`src/rtl/spi_write_pkg.sv`:
```
// Shared SPI write/read sequencing types: phase states and phase-length lookup.
package spi_write_pkg;

  typedef enum logic [2:0] {
    ST_IDLE  = 3'd0,
    ST_SETUP = 3'd1,
    ST_HIGH  = 3'd2,
    ST_LOW   = 3'd3,
    ST_HOLD  = 3'd4,
    ST_GAP   = 3'd5
  } state_t;

  function automatic int max4(input int a, input int b, input int c, input int d);
    int m;
    m = a;
    if (b > m) m = b;
    if (c > m) m = c;
    if (d > m) m = d;
    return m;
  endfunction

  // Length in clk cycles of the phase spent in state s.
  function automatic int phase_len(input state_t s, input int setup, input int half,
                                   input int hold, input int idle);
    case (s)
      ST_SETUP:        return setup;
      ST_HIGH, ST_LOW: return half;
      ST_HOLD:         return hold;
      ST_GAP:          return idle;
      default:         return 1;
    endcase
  endfunction

endpackage

```
`src/rtl/spi_phase_timer.sv`:
```
// Reloadable phase down-counter: load latches len-1, expired flags the last phase cycle.
module spi_phase_timer #(
  parameter int W = 3
) (
  input  logic         clk,
  input  logic         rst_n,
  input  logic         load,
  input  logic [W-1:0] len,
  output logic         expired
);

  logic [W-1:0] count;

  always_ff @(posedge clk or negedge rst_n) begin
    if (!rst_n)             count <= '0;
    else if (load)          count <= len - W'(1);
    else if (count != '0)   count <= count - W'(1);
  end

  // Zero count alone marks expiry; the FSM derives load from it, so gating on
  // load here would close a combinational loop.
  assign expired = (count == '0);

endmodule

```
`src/rtl/spi_write_ctrl.sv`:
```
// SPI mode-0 write sequencer: one MSB-first frame per accepted start, all phases timed
// by a single reloadable phase timer.
module spi_write_ctrl
  import spi_write_pkg::*;
#(
  parameter int DATA_W   = 8,
  parameter int HALF_PER = 4,
  parameter int CS_SETUP = 2,
  parameter int CS_HOLD  = 2,
  parameter int CS_IDLE  = 4
) (
  input  logic              clk,
  input  logic              rst_n,
  input  logic              start,
  input  logic [DATA_W-1:0] din,
  output logic              busy,
  output logic              done,
  output logic              cs_n,
  output logic              sclk,
  output logic              mosi
);

  localparam int TW = $clog2(max4(HALF_PER, CS_SETUP, CS_HOLD, CS_IDLE) + 1);
  localparam int CW = (DATA_W > 1) ? $clog2(DATA_W) : 1;

  state_t            state, nxt;
  logic [DATA_W-1:0] shreg, sh_nxt;
  logic [CW-1:0]     bitcnt;
  logic [TW-1:0]     len;
  logic              load, expired;

  always_ff @(posedge clk or negedge rst_n) begin
    if (!rst_n) state <= ST_IDLE;
    else        state <= nxt;
  end

  always_comb begin
    nxt = state;
    unique case (state)
      ST_IDLE:  if (start)   nxt = ST_SETUP;
      ST_SETUP: if (expired) nxt = ST_HIGH;
      ST_HIGH:  if (expired) nxt = (bitcnt == '0) ? ST_HOLD : ST_LOW;
      ST_LOW:   if (expired) nxt = ST_HIGH;
      ST_HOLD:  if (expired) nxt = ST_GAP;
      ST_GAP:   if (expired) nxt = ST_IDLE;
      default:               nxt = ST_IDLE;
    endcase
  end

  // Reload on every entry into a timed phase, with the length of the phase being entered.
  assign load   = (nxt != state) && (nxt != ST_IDLE);
  assign len    = TW'(phase_len(nxt, CS_SETUP, HALF_PER, CS_HOLD, CS_IDLE));
  assign sh_nxt = shreg << 1;

  spi_phase_timer #(.W(TW)) u_timer (
    .clk     (clk),
    .rst_n   (rst_n),
    .load    (load),
    .len     (len),
    .expired (expired)
  );

  always_ff @(posedge clk or negedge rst_n) begin
    if (!rst_n) begin
      shreg  <= '0;
      bitcnt <= '0;
      busy   <= 1'b0;
      done   <= 1'b0;
      cs_n   <= 1'b1;
      sclk   <= 1'b0;
      mosi   <= 1'b0;
    end else begin
      done <= 1'b0;
      unique case (state)
        ST_IDLE: if (start) begin
          shreg  <= din;
          mosi   <= din[DATA_W-1];
          cs_n   <= 1'b0;
          busy   <= 1'b1;
          bitcnt <= CW'(DATA_W - 1);
        end
        ST_SETUP: if (expired) sclk <= 1'b1;
        // Next bit is presented on the falling edge so it is stable across the rise.
        ST_HIGH: if (expired) begin
          sclk <= 1'b0;
          if (bitcnt != '0) begin
            shreg  <= sh_nxt;
            mosi   <= sh_nxt[DATA_W-1];
            bitcnt <= bitcnt - CW'(1);
          end
        end
        ST_LOW:  if (expired) sclk <= 1'b1;
        ST_HOLD: if (expired) cs_n <= 1'b1;
        ST_GAP: if (expired) begin
          done <= 1'b1;
          busy <= 1'b0;
          mosi <= 1'b0;
        end
        default: ;
      endcase
    end
  end

endmodule
```
`config.mk`:
```
export PLATFORM = sky130hd
export DESIGN_NAME = spi_write_ctrl
export DESIGN_NICKNAME = d
export VERILOG_FILES = /design/src/rtl/spi_write_pkg.sv /design/src/rtl/spi_phase_timer.sv /design/src/rtl/spi_write_ctrl.sv
export SDC_FILE = /design/constraint.sdc
export NUM_CORES = 1
export LEC_CHECK = 0
export CAP_MARGIN = 5
export CORE_UTILIZATION = 50
export CTS_BUF_LIST = sky130_fd_sc_hd__clkbuf_8
export CTS_CLUSTER_DIAMETER = 30
export CTS_CLUSTER_SIZE = 16
export DETAILED_ROUTE_END_ITERATION = 16
export MAX_ROUTING_LAYER = met4
export PLACE_DENSITY = 0.74
export SYNTH_ARGS = -nofsm -noshare
export SYNTH_HDL_FRONTEND = slang
export SYNTH_HIERARCHICAL = 1
export SYNTH_SLANG_ARGS = --single-unit
```
`constraint.sdc`:
```
create_clock -name clk -period 4.8 [get_ports clk]
set_clock_uncertainty 0.05 [all_clocks]
set_input_delay 0.96 -clock clk [delete_from_list [all_inputs] [get_ports clk]]
set_output_delay 0.96 -clock clk [all_outputs]
set_load 0.05 [all_outputs]
```
; ---- Word level (Yosys, flattened, before mapping)
; Cells that the tools add are included.
[totals]
regBits = 21
latch_bits = 0
ramBits = 0
romBits = 0
inputBits = 11
out_inout_bits = 5
word_cells = 81
mem_count = 0
[classes]
n_addsub = 3
mul = 0
n_div = 0
order_cmp = 0
eq_ne = 17
n_shift = 0
n_mux = 31
bitwise = 0
reduce_logical = 21
[ops]
columns = op, n
row1 = $mux W3, 11
row2 = $mux W7, 3
row3 = $pmux W3 S5, 1
row4 = $pmux W7 S2, 1
row5 = $eq A3 B2 Y1 const B, 4
row6 = $eq A3 B3 Y1 const B, 4
row7 = $pmux W3 S2, 2
row8 = $reduce_bool A3 Y1, 4
row9 = $ne A2 B2 Y1 const B, 5
row10 = $reduce_bool A2 Y1, 5
row11 = $logic_not A3 Y1, 3
row12 = $mux W1, 9
row13 = $reduce_and A3 Y1, 3
row14 = $sub A3 B1 Y3 const B, 3
row15 = $eq A3 B1 Y1 const B, 2
row16 = $pmux W1 S2, 3
row17 = $reduce_and A5 Y1, 1
row18 = $reduce_and A4 Y1, 1
row19 = $reduce_or A2 Y1, 2
row20 = $ne A3 B3 Y1, 1
row21 = $pmux W1 S3, 1
row22 = $reduce_or A3 Y1, 1
row23 = $ne A2 B1 Y1 const B, 1
row24 = $logic_and A1 B1 Y1, 1

; ---- Logic depth before layout (Yosys ltp)
; Gate-level depths: netlist of run 1.
[logic_depth]
depth_word = 9
mapped_depth = 12
depth_no_buf = 10

; ---- Hierarchy
; The synthesis of run 1 kept the hierarchy.
[modules_own_cells]
columns = mod, n_inst, cells_each, area_each_um2, seq_area_each_um2
row1 = spi_write_ctrl, 1, 113, 1008.5, 451.7
row2 = spi_phase_timer, 1, 19, 173.9, 75.1

; ---- Worst setup path before layout of run 1
; Ideal clock, no wire load.
[synth_path]
path_kind = input to register
startpoint = input start
endpoint = register u_timer.count[2]
setup_time_ns = 0.087
t_arrival_ns = 2.362
required_ns = 4.663
setup_slack_ns = 2.301
path_stages = 9
n_path_buf = 1
cell_sequence = nand2_1 > a21oi_1 > a31o_1 > clkbuf_1 > mux2i_1 > ha_1 > inv_1 > or3_1 > a22oi_1
[synth_via]
elab_cells_between_ends = 16
cone_classes = 1 x add/sub / 6 x eq/ne / 4 x mux / 5 x reduce/logical
[synth_lines]
columns = element, line
row1 = start: declaration, spi_write_ctrl.sv:14  ; input logic start,
row2 = $mux W3 (*), spi_write_ctrl.sv:40  ; ST_IDLE: if (start) nxt = ST_SETUP;
row3 = $pmux W3 S5 (*), spi_write_ctrl.sv:39  ; unique case (state)
row4 = $ne A3 B3 Y1 / $reduce_bool A3 Y1 (equally long branches), spi_write_ctrl.sv:51  ; assign load = (nxt != state) && (nxt != ST_IDLE);
row5 = $logic_and A1 B1 Y1 (*), spi_write_ctrl.sv:51
row6 = net load, spi_write_ctrl.sv:30  ; logic load, expired;
row7 = $mux W3 / $reduce_bool A2 Y1 (equally long branches), --
row8 = end signal: assignment, spi_phase_timer.sv:16  ; else if (load) count <= len - W'(1);
row9 = end signal: assignment, spi_phase_timer.sv:17  ; else if (count != '0) count <= count - W'(1);
row10 = end: declaration, spi_phase_timer.sv:12  ; logic [W-1:0] count;
; The timed path passes the listed nets; every way through them passes the cells marked *.
; A chain may end at the register's enable or synchronous reset.

; ---- Worst setup path in the final report of run 1
; Ends and elaborated chain as after synthesis.

==> run_results.csv, run 1 <==
group,metric,value,unit
floorplanning,die_y,50.6,um
floorplanning,rows,17,
final_layout,antennaDiodeCount,0,
clock_network,cts_made_buffers,3,
final_layout,postLayoutCellArea,1370,sq um
synth,postSynthCellCount,132,
setup_path,worst_path_largest_cell_delay,0.52,ns
place,portBuffers,15,
setup_path,path_class,"in2reg",
sta,max_freq,0.357,GHz
final_layout,nFillCells,186,
final_layout,fin_nets,158,
global_routing,grt_pass1_vias,877,
final_layout,final_layout_size_suffix_gt1_share,11.2,%
synth,synth.area.top_cells,"dfrtp_1, nor2_1, o22ai_1",
synth,ys_ff_latch,21,
synth,synth-seq-area-share,44.6,%
drt,drt.antenna.violating_nets,0,
synth,ys.warnings.count,6,
setup_path,cp_top_family,"buffers and inverters",
clock_network,cts_resized,0,
sta,worstMarginPinSlew,0.939,ns
synth,syn-cell-area,1180,sq um
clock_network,ctsHtreeMaxLevel,1,
global_routing,grt_pass1_wl,3.77,mm
clock_network,numClockSinks,21,
worst_hold_path,hold_class,"reg2reg",
drt,routed_wl,2.31,mm
global_routing,track_usage,21.0,%
power,vdd_drop_max,0.387,mV
drt,vias,959,
setup_path,end_kind,"flip-flop",
clock_network,path_clk_slew,0.08,ns
drt,drc_errors,0,
floorplanning,pin_count,16,
sta,rsz0062_at_grt,"no",
setup_path,cp.depth,9,
synth,netlist.area_leader.share,42.3,%
global_routing,antenna_found_initial,0,
sta,fin_crit_sh,58.3,%
worst_hold_path,whs_path_depth,1,
clock_network,cts_setup_buffers,0,
setup_path,required,4.94,ns
drt,drt_iter0_drc,26,
place,placed_area,1320,sq um
setup_path,path_max_fanout,6,
floorplanning,die_w,50.6,um
flow_run,maxCapViolations,0,
clock_network,cts_tree,"built",
floorplanning,core,2210,sq um
synth,synth_area_per_cell,8.96,sq um
clock_network,cts.path.max_buffers,2,
setup_path,path_cells,"clkdlybuf4s50_1, nand2_1, a21oi_1, a31o_1, mux2i_1, ha_1, inv_1, or3_1, a22oi_1",
synth,syn_nets,146,
place,place_congestion,0.842,
floorplanning,die_area,2560,sq um
status,status,"finished clean",
power,power_density,621,nW/um^2
setup_path,slowest_stage,"clkdlybuf4s50_1",
clock_network,cts-root-buf,"clkbuf_8",
sta,finalSetupTns,0,ns
sta,slew_viol_final,0,
drt,drt_first_pass_iters,4,
setup_path,arrival,2.94,ns
setup_path,crit_path_start_kind,"primary input",
clock_network,worst_skew_pair.late_latency,0.27,ns
synth,synth_cell_types,40,
setup_path,r2r_cells,9,
floorplanning,initial_core_util,53.5,%
drt,wl_per_cell,13.5,um
clock_network,cts_hold_buffers,0,
sta,hold_viol,0,
setup_path,crit_buf_inv,2,
global_routing,grt_max_degree,22,
sta,final.min_clock_period,2.80,ns
power,p_leak,0.000563,uW
global_routing,overflow,0,
drt,avgViaCountPerCell,5.61,
sta,relSlewSlack,37.2,%
sta,setup_viol,0,
final_layout,area_growth,15.7,%
synth,yosys.area.top_type,"dfrtp_1",
place,dp_hpwl,1.65,mm
## cell type report
type	instances	area, sq um	share of cell area (%)
timing repair buffer	16	158	11.5
inverter	10	37.5	2.74
tap	28	35.0	2.56
multi-input combinational	92	564	41.3
clock buffer	3	41.3	3.02
clock inverter	1	5.00	0.366
sequential	21	527	38.5
## sequential cells by signal (all words and copies together), names as in the netlist
name           count
mosi               1
busy               1
cs_n               1
done               1
shreg              7
bitcnt             3
sclk               1
u_timer/count      3
state              3
## cell usage in the layout (no fill, tap or decap), types with 2 or more instances in the layout
cell type,Yosys,final
a21oi_1,9,9
clkbuf_8,0,3
clkdlybuf4s50_1,0,15
dfrtp_1,20,20
ha_1,3,3
inv_1,8,8
inv_2,2,2
mux2i_1,2,2
nand2_1,7,7
nand2b_1,5,5
nor2_1,22,22
nor2b_1,2,2
o21ai_0,5,5
o21ai_1,5,5
o22ai_1,8,8
or3_1,2,2
xnor2_1,2,2
## path summary, 6_finish.rpt
check,slack [ns],to,from
min in group asynchronous,1.16,sclk$_DFFE_PN0P_,rst_n
worst min-delay path,0.45,mosi$_DFFE_PN0P_,mosi$_DFFE_PN0P_
max in group asynchronous,2.96,shreg[3]$_DFFE_PN0P_,rst_n
worst min register to register,0.45,mosi$_DFFE_PN0P_,mosi$_DFFE_PN0P_
worst max register to register,2.20,u_timer/count[2]$_DFFE_PN0P_,u_timer/count[1]$_DFFE_PN0P_
worst max-delay path,2.00,u_timer/count[2]$_DFFE_PN0P_,start
## through the flow
stage          power (uW)  setup slack (ns)  cells  hold WS [ns]  utilization [%]
5_1_grt               923              1.83    171         0.474             61.8
3_3_place_gp          713              1.81    167         0.427             59.7
3_5_place_dp          735              1.69    167         0.441             59.7
4_1_cts               855              1.99    171         0.459             61.8
2_1_floorplan         653              2.30    132         0.417                -
6_report              849              2.00    171         0.453             61.8
## layer usage
metal	global-route usage [%]	part of all wire, %
met1	25.5	46
met2	31.6	48
met3	3.03	3.1
met4	15.7	2.4
met5	-	0
## Yosys cell counts
cell type	instances
o41ai_1	1
mux2_1	1
dfstp_2	1
o21bai_1	1
nand2_1	7
o2bb2ai_1	1
nand2b_1	5
a31oi_2	1
a21oi_2	1
dfrtp_1	20
ha_1	3
o21ai_0	5
o22ai_1	8
or3_1	2
nor2_1	22
or2_4	1
a221oi_1	1
nor2b_1	2
nor3_1	1
clkbuf_1	2
a221oi_2	1
buf_6	1
a21o_1	1
and3_1	1
inv_2	2
and4bb_2	1
o21ai_1	5
nand2_2	1
o21ai_2	1
mux2i_1	2
a22o_1	1
xnor2_1	2
a22oi_1	1
buf_4	2
inv_1	8
mux2_2	1
a31o_1	1
buf_2	4
a31oi_1	1
a21oi_1	9
## power by group
group          internal, uW  total, uW  switching (uW)  leakage, uW
clock                  58.0        120            61.5    0.0000255
sequential              247        317            69.9     0.000237
combinational           189        413             223     0.000301
total                   495        849             355     0.000563
## kinds of logic (layout without fill, tap and decap cells)
group,Yosys count,count (layout),synth area share [%]
AND/OR/NAND/NOR,43,43,17.2
adder cells (fa/ha/maj),3,3,3.17
flip-flops,21,21,44.6
multiplexers,4,4,3.60
AO/OA/AOI/OAI,40,40,22.2
XOR/XNOR,2,2,1.48
buffers and inverters,19,30,7.73
Power figures use the tool's default switching activity.
==> run 2: changes to the inputs <==
Settings changed: PLACE_DENSITY 0.74 to 0.77.
Clock period 4.8 ns to 2.5 ns, I/O delays scaled along.
==> run_results.csv, run 2 (synthesis gave the netlist of run 1 again) <==
group,metric,value,unit
flow_run,maxCapViolations,0,
final_layout,layout_commonest_cell,"nor2_1",
power,vdd_drop_max,0.711,mV
power,p_leak,0.000622,uW
setup_path,arrival,2.53,ns
clock_network,path_clk_slew,0.08,ns
final_layout,fin_nets,170,
setup_path,end_kind,"flip-flop",
drt,drt_first_pass_iters,4,
clock_network,cts.path.max_buffers,2,
clock_network,cts-root-buf,"clkbuf_8",
floorplanning,initial_core_util,53.5,%
power,internal_power,1050,uW
power,clockPowerShare,12.6,%
place,portBuffers,15,
sta,relSlewSlack,65.9,%
clock_network,numClockSinks,21,
place,dpl.cell_count,174,
clock_network,ctsHtreeMaxLevel,1,
place,placed_area,1370,sq um
clock_network,cts_tree,"built",
final_layout,antennaDiodeCount,0,
setup_path,cp-startpoint,"u_timer/count[2]$_DFFE_PN0P_",
global_routing,track_usage,21.4,%
clock_network,worst_skew_pair.late_latency,0.26,ns
worst_hold_path,hold_start,"mosi$_DFFE_PN0P_",
floorplanning,rows,17,
setup_path,path_cells,"nor3_4, buf_4, o21ai_1, a21oi_1, a31o_1, mux2i_1, ha_2, inv_1, or3_1, a22oi_1",
sta,fin_crit_sh,96.3,%
power,share_comb_of_total_power,54.8,%
clock_network,cts_hold_buffers,0,
status,status,"finished clean",
setup_path,path_class,"reg2reg",
floorplanning,core,2210,sq um
floorplanning,pin_count,16,
drt,drc_errors,0,
power,power_density,1200,nW/um^2
global_routing,grt_pass1_wl,3.98,mm
place,place_congestion,0.877,
power,swShare,40.8,%
setup_path,crit_path_start_kind,"flip-flop",
final_layout,postLayoutCellArea,1480,sq um
power,switchingPower,726,uW
setup_path,worst_path_largest_cell_delay,0.45,ns
final_layout,area_growth,25.0,%
final_layout,mostFrequentLayoutCells,"nor2_1, dfrtp_1, clkdlybuf4s50_1",
sta,final.min_clock_period,2.41,ns
floorplanning,die_y,50.6,um
setup_path,r2r-start,"u_timer/count[2]$_DFFE_PN0P_",
drt,wl_per_cell,13.6,um
sta,setup_viol,0,
drt,drt.antenna.violating_nets,0,
final_layout,stdcell_count,183,
power,p_seq_share,32.6,%
drt,vias,1020,
setup_path,path_max_fanout,5,
setup_path,required,2.62,ns
final_layout,max_flop_register,"shreg",
drt,drt_iter0_drc,41,
place,dp_hpwl,1.72,mm
sta,max_freq,0.415,GHz
sta,slew_viol_final,0,
setup_path,slowest_stage,"dfrtp_2",
global_routing,grt_max_degree,22,
drt,routed_wl,2.48,mm
sta,hold_viol,0,
global_routing,antenna_found_initial,0,
clock_network,cts_made_buffers,3,
final_layout,largest_register_ffs,7,
sta,worstMarginPinSlew,0.505,ns
global_routing,overflow,0,
final_layout,post-route-util,66.8,%
sta,finalSetupTns,0,ns
drt,avgViaCountPerCell,5.57,
floorplanning,die_area,2560,sq um
worst_hold_path,hold_class,"reg2reg",
floorplanning,die_w,50.6,um
power,total_power,1780,uW
final_layout,final_layout_size_suffix_gt1_share,20.6,%
global_routing,grt_pass1_vias,944,
-- run 2: changes by cell type in the layout (fill, tap and decap cells not counted), sizes merged --
cell	delta
buf	+11
clkdlybuf4s15	+1
-- run 2: final cells by class --
type                       count  area (sq um)
fill                         182           734
multi-input combinational     92           578
sequential                    21           529
timing repair buffer          28           251
clock buffer                   3          41.3
inverter                      10          37.5
tap                           28          35.0
clock inverter                 1          5.00
-- run 2: power groups by stage --
stage	logic, uW	registers, uW	clock network [uW]
2_1_floorplan	654	599	0
3_3_place_gp	852	564	0
3_5_place_dp	888	574	0
4_1_cts	888	569	223
5_1_grt	1080	599	237
6_report	975	581	224
-- run 2: metrics by stage --
| stage | hold WS, ns | setup WS [ns] |
|---|---|---|
| after floorplan | 0.154 | 0.106 |
| after global placement | 0.427 | 0.0632 |
| after global routing | 0.477 | -0.0470 |
| final | 0.450 | 0.0928 |
| after detailed placement | 0.435 | -0.0446 |
| after CTS | 0.458 | 0.0556 |
-- run 2: path summary, 6_finish.rpt --
path                       slack, ns                            to  cells after the start
setup / recovery                0.09  u_timer/count[2]$_DFFE_PN0P_                     10
hold / removal                  0.45              mosi$_DFFE_PN0P_                      1
setup reg to reg                0.09  u_timer/count[2]$_DFFE_PN0P_                     10
hold reg to reg                 0.45              mosi$_DFFE_PN0P_                      1
max in group asynchronous       1.60              cs_n$_DFFE_PN1P_                      2
min in group asynchronous       0.53            state[0]$_DFF_PN0_                      2
-- run 2: per-layer routing --
metal | global-route usage (%) | up-vias | wire length (um)
met5 | - | - | 0
met4 | 9.26 | 0 | 41
met3 | 3.94 | 6 | 113
met2 | 34.0 | 30 | 1190
li1 | - | 502 | -
met1 | 26.6 | 482 | 1140
-- run 2: worst max-delay path: cells and delay by family (launching register included) --
family | cells | cell delay (ns)
AO/OA/AOI/OAI | 4 | 0.57
adder cells (fa/ha/maj) | 1 | 0.22
buffers and inverters | 2 | 0.23
flip-flops | 1 | 0.45
multiplexers | 1 | 0.22
AND/OR/NAND/NOR | 2 | 0.56
-- run 2: timing repair --
item | CTS | global route
resized for setup | 0 | 5
setup endpoints to repair | 0 | 1
setup buffers | 0 | 4
